===== config.mk =====
export PLATFORM = sky130hd
export DESIGN_NAME = mult_div_unit
export DESIGN_NICKNAME = d
export VERILOG_FILES = /design/src/rtl/mult_div_unit.sv
export SDC_FILE = /design/constraint.sdc
export NUM_CORES = 1
export LEC_CHECK = 0
export CAP_MARGIN = 10
export CORE_MARGIN = 3
export CORE_UTILIZATION = 49
export CTS_BUF_LIST = sky130_fd_sc_hd__clkbuf_4
export DETAILED_ROUTE_END_ITERATION = 8
export PLACE_DENSITY = 0.73
export SKIP_LAST_GASP = 1
export SYNTH_ARGS = -nofsm -noshare
export SYNTH_HDL_FRONTEND = slang
export SYNTH_SLANG_ARGS = --single-unit

===== constraint.sdc =====
create_clock -name Clk -period 4.3 [get_ports Clk]
set_input_delay 0.645 -clock Clk [delete_from_list [all_inputs] [get_ports Clk]]
set_output_delay 0.645 -clock Clk [all_outputs]
set_load 0.005 [all_outputs]

===== src/rtl/mult_div_unit.sv =====
// mult_div_unit: iterative radix-2 multiply/divide unit with Hi/Lo result registers.
// One iteration per cycle on operand magnitudes; signs are fixed up in a final cycle.
module mult_div_unit #(
    parameter int WIDTH = 32
) (
    input  logic             Clk,
    input  logic             Reset,
    input  logic             Start,
    input  logic [1:0]       Op,
    input  logic [WIDTH-1:0] A,
    input  logic [WIDTH-1:0] B,
    input  logic             HiWrite,
    input  logic             LoWrite,
    input  logic [WIDTH-1:0] WriteData,
    output logic             Busy,
    output logic             Done,
    output logic             DivZero,
    output logic [WIDTH-1:0] Hi,
    output logic [WIDTH-1:0] Lo
);
    localparam int CW = $clog2(WIDTH) + 1;

    typedef enum logic [1:0] {IDLE, RUN, FIX} state_t;

    state_t             state_q, state_d;
    logic [CW-1:0]      cnt_q, cnt_d;
    logic [1:0]         op_q, op_d;
    logic [WIDTH-1:0]   a_q, a_d, b_q, b_d;
    logic [2*WIDTH-1:0] acc_q, acc_d;
    logic               busy_q, busy_d, done_q, done_d, dz_q, dz_d;
    logic [WIDTH-1:0]   hi_q, hi_d, lo_q, lo_d;

    logic [WIDTH-1:0]   in_a_mag, in_b_mag, a_mag, b_mag;
    logic [WIDTH:0]     mul_sum, div_rem, div_diff;
    logic [2*WIDTH-1:0] mul_step, div_step, prod;
    logic               neg_q, neg_r;

    always_comb begin
        in_a_mag = (!Op[0] && A[WIDTH-1]) ? -A : A;
        in_b_mag = (!Op[0] && B[WIDTH-1]) ? -B : B;
        a_mag    = (!op_q[0] && a_q[WIDTH-1]) ? -a_q : a_q;
        b_mag    = (!op_q[0] && b_q[WIDTH-1]) ? -b_q : b_q;
        // Multiply: acc = {partial, multiplier}; add multiplicand on LSB, shift right.
        mul_sum  = {1'b0, acc_q[2*WIDTH-1:WIDTH]} + (acc_q[0] ? {1'b0, a_mag} : '0);
        mul_step = {mul_sum, acc_q[WIDTH-1:1]};
        // Divide: acc = {remainder, quotient}; shift left, trial-subtract divisor.
        div_rem  = {acc_q[2*WIDTH-1:WIDTH], acc_q[WIDTH-1]};
        div_diff = div_rem - {1'b0, b_mag};
        div_step = div_diff[WIDTH] ? {div_rem[WIDTH-1:0], acc_q[WIDTH-2:0], 1'b0}
                                   : {div_diff[WIDTH-1:0], acc_q[WIDTH-2:0], 1'b1};
        neg_q    = !op_q[0] && (a_q[WIDTH-1] ^ b_q[WIDTH-1]);
        neg_r    = !op_q[0] && a_q[WIDTH-1];
        prod     = neg_q ? -acc_q : acc_q;
    end

    always_comb begin
        state_d = state_q;
        cnt_d   = cnt_q;
        op_d    = op_q;
        a_d     = a_q;
        b_d     = b_q;
        acc_d   = acc_q;
        busy_d  = busy_q;
        done_d  = 1'b0;
        dz_d    = dz_q;
        hi_d    = hi_q;
        lo_d    = lo_q;
        case (state_q)
            IDLE: begin
                if (Start) begin
                    state_d = RUN;
                    cnt_d   = '0;
                    op_d    = Op;
                    a_d     = A;
                    b_d     = B;
                    acc_d   = {{WIDTH{1'b0}}, Op[1] ? in_a_mag : in_b_mag};
                    busy_d  = 1'b1;
                    dz_d    = 1'b0;
                end else begin
                    hi_d = HiWrite ? WriteData : hi_q;
                    lo_d = LoWrite ? WriteData : lo_q;
                end
            end
            RUN: begin
                acc_d   = op_q[1] ? div_step : mul_step;
                cnt_d   = cnt_q + CW'(1);
                state_d = (cnt_q == CW'(WIDTH - 1)) ? FIX : RUN;
            end
            FIX: begin
                state_d = IDLE;
                busy_d  = 1'b0;
                done_d  = 1'b1;
                if (!op_q[1]) begin
                    hi_d = prod[2*WIDTH-1:WIDTH];
                    lo_d = prod[WIDTH-1:0];
                end else if (b_q == '0) begin
                    dz_d = 1'b1;
                    hi_d = a_q;
                    lo_d = '1;
                end else begin
                    hi_d = neg_r ? -acc_q[2*WIDTH-1:WIDTH] : acc_q[2*WIDTH-1:WIDTH];
                    lo_d = neg_q ? -acc_q[WIDTH-1:0] : acc_q[WIDTH-1:0];
                end
            end
            default: state_d = IDLE;
        endcase
    end

    always_ff @(posedge Clk) begin
        if (Reset) begin
            state_q <= IDLE;
            cnt_q   <= '0;
            op_q    <= '0;
            a_q     <= '0;
            b_q     <= '0;
            acc_q   <= '0;
            busy_q  <= 1'b0;
            done_q  <= 1'b0;
            dz_q    <= 1'b0;
            hi_q    <= '0;
            lo_q    <= '0;
        end else begin
            state_q <= state_d;
            cnt_q   <= cnt_d;
            op_q    <= op_d;
            a_q     <= a_d;
            b_q     <= b_d;
            acc_q   <= acc_d;
            busy_q  <= busy_d;
            done_q  <= done_d;
            dz_q    <= dz_d;
            hi_q    <= hi_d;
            lo_q    <= lo_d;
        end
    end

    assign Busy    = busy_q;
    assign Done    = done_q;
    assign DivZero = dz_q;
    assign Hi      = hi_q;
    assign Lo      = lo_q;
endmodule


==> metrics.cfg <==
[final_layout]
finalNetCount=2742
layout.cells.non_filler=3069
design_area_um2=21200
drive_gt1_share_pct=12.5
fillers=3298
final_cell_mix=276 x nand2_1, 244 x a21oi_1, 235 x nor2_1
syn_to_final_growth_pct=21.9
postLayoutCoreUtil_pct=61.0
mostFrequentLayoutCell=nand2_1

[logic_synthesis]
synth_area_um2=17400
yosysWarnings=0
synth_ff_type=dfxtp_1
syn_inst=2345
postSynth.asyncResetShare_pct=0
yosysUniqueCellTypes=76
synth.yosys.seq_area_share_pct=23.6
ys_ff_latch=205
synth.area.top_cells=dfxtp_1 24%, xnor2_1 7.9%, a21oi_1 7.3%, mux2i_1 6.6%, nand2_1 6.0%
yosys.area.top_type=dfxtp_1
synth-edff-count=0
synth_area_per_cell_um2=7.40
synth_top_area_share_pct=23.6
synth_nets=2521

[worst_setup_path]
critical_path.most_common_cell=o21a_1
cp_data_arrival_time_ns=4.99
slowest_stage=or4_4
crit_required_ns=4.91
path_cells=or4_4, or3_4, nor4_4, buf_4, buf_4, a21oi_2, xnor2_2, ha_1, buf_6, nand2_1, o31a_1, o21a_1, o21a_1, o21a_1, or2_4, buf_12, buf_16, a21oi_1, o21ai_0
crit_family=simple AND/OR/NAND/NOR gates
critPathBufInv=5
end_kind=flip-flop
critPathMaxFanout=8
max_stage_delay_ns=0.52
cp-start-kind=flip-flop
critPathKind=flip-flop to flip-flop

[clocking]
clock-root-buffer=clkbuf_4
clock_sinks=205
h-tree-depth=2
cts.path.max_buffers=3
cts_buffers=60
clk_latency_ns=0.81
cts_hold_buf=0
cts_tree=done
path_clk_slew_ns=0.07

[drt]
vias=18800
antenna_left=0
drt-total-wl_mm=66.0
drtIter0Drc=2138
dr.pass1.iters=6
drc_errors=0
wl_per_cell_um=21.5
viasPerCell=6.14

[place]
place_area_um2=20100
port_buffers=169
place_inst=2939
gp_congestion=0.995
place_hpwl_mm=51.1

[timing]
hold_viol=0
period_needed_ns=4.38
slew_headroom_pct=23.2
finalSetupViolCount=16
drv_slew=0
fin_crit_sh_pct=102
tightest_slew_ns=1.15
skew_ns=0.0671
final.setup.tns_ns=-0.749
rsz0062_at_grt=true
max_freq_mhz=228
worst_slack_ns=-0.0825

[die]
rows=68
core_um2=34700
start_util_pct=50.0
fp.dieH_um=194
die_w_um=194
die_area_um2=37700
ios=170

[power_and_ir_drop]
p_leak_uw=0.00873
peakVddDrop_mv=0.257
total_power_uw=6020
power_density_nw_per_um2=284

[run_status]
run_status=complete, but fails checks
violations=negative setup slack

[hold_path]
hp-class=primary input to flip-flop

[grt]
antenna_found_initial=2
grt.overflow.total=0
grtUsageTotal_pct=33.6
grt_pass1_wl_mm=102
grt_pass1_vias=17700
grt_start_max_net_pins=83

[job]
maxCapViolCount=0

-- routing by layer --
layer	part of all wire (%)	GRT usage [%]
met2	44	51.9
met3	8.3	6.41
met1	44	46.3
met5	0	0
met4	4.0	13.1
-- path summary, 6_finish.rpt --
| path | from | endpoint | slack, ns | cells past startpoint |
|---|---|---|---|---|
| worst min-delay path | Reset | acc_q[4] | 0.29 | 2 |
| worst min register to register | Busy | Busy | 0.46 | 2 |
| worst max-delay path | b_q[9] | acc_q[37] | -0.08 | 19 |
| worst max register to register | b_q[9] | acc_q[37] | -0.08 | 19 |
-- report_power, final --
part | internal, uW | switching, uW
logic | 902 | 1170
clock network | 859 | 925
registers | 2000 | 166
-- registers in the layout, indices dropped and copies added, names as in the netlist, 2 cells and up --
register,cells
Hi,32
Lo,32
a_q,32
acc_q,64
b_q,32
cnt_q,6
op_q,2
state_q,2
-- cell usage after synthesis, types with 6 or more instances --
cell / count
or3_1: 24
mux2i_1: 114
ha_1: 71
nand2b_1: 33
nor2_1: 237
a31oi_1: 13
nor4_1: 28
nand3_1: 23
dfxtp_1: 205
a21oi_1: 254
o21ai_0: 123
a21o_1: 43
nor2b_1: 15
o21a_1: 7
a221oi_1: 42
and2_1: 16
nand2_1: 279
nor3_1: 46
o21ai_1: 13
o41ai_1: 16
a22o_1: 8
buf_1: 9
clkbuf_1: 153
nand4_1: 13
o31ai_1: 31
nor3b_1: 6
a22oi_1: 23
and3_1: 7
a211oi_1: 73
or4_1: 15
inv_1: 35
xor2_1: 102
xnor2_1: 157
o21bai_1: 6
o211ai_1: 20
-- stage by stage --
stage / hold WS (ns) / setup slack [ns]
2_1_floorplan: 0.449 / -0.00229
3_3_place_gp: 0.444 / -0.134
3_5_place_dp: 0.461 / -0.239
4_1_cts: 0.223 / -0.00645
5_1_grt: 0.256 / -0.267
6_report: 0.294 / -0.0825
-- cell type report --
class                           count  area, um2  area share (%)
Sequential cell                   205       4110            19.4
Clock buffer                       78        586            2.77
Antenna cell                        2       5.00          0.0237
Timing Repair Buffer              334       3010            14.2
Multi-Input combinational cell   1930      12600            59.6
Tap cell                          455        569            2.69
Inverter                           35        131           0.621
Clock inverter                     30        136           0.644
-- kinds of logic (layout without fill, tap and decap cells) --
family                     Yosys count  after routing  share of synthesized area (%)
DFF                                205            205                           23.6
xor gates and xnor gates           259            259                           13.1
muxes                              117            117                           6.77
buffers and inverters              210            477                           4.85
and+or+nand+nor                    766            766                           20.3
other                                0              2                              0
adders and majority gates           73             73                           5.35
AOI/OAI and AO/OA                  715            715                           26.0
-- what timing repair did --
action                                  4_1_cts  5_1_grt
resized for setup                            14       26
endpoints found under the setup margin       33       33
pin swaps                                    14       34
buffers inserted                             11        8
gates cloned                                  1        0
Power figures use the tool's default switching activity.
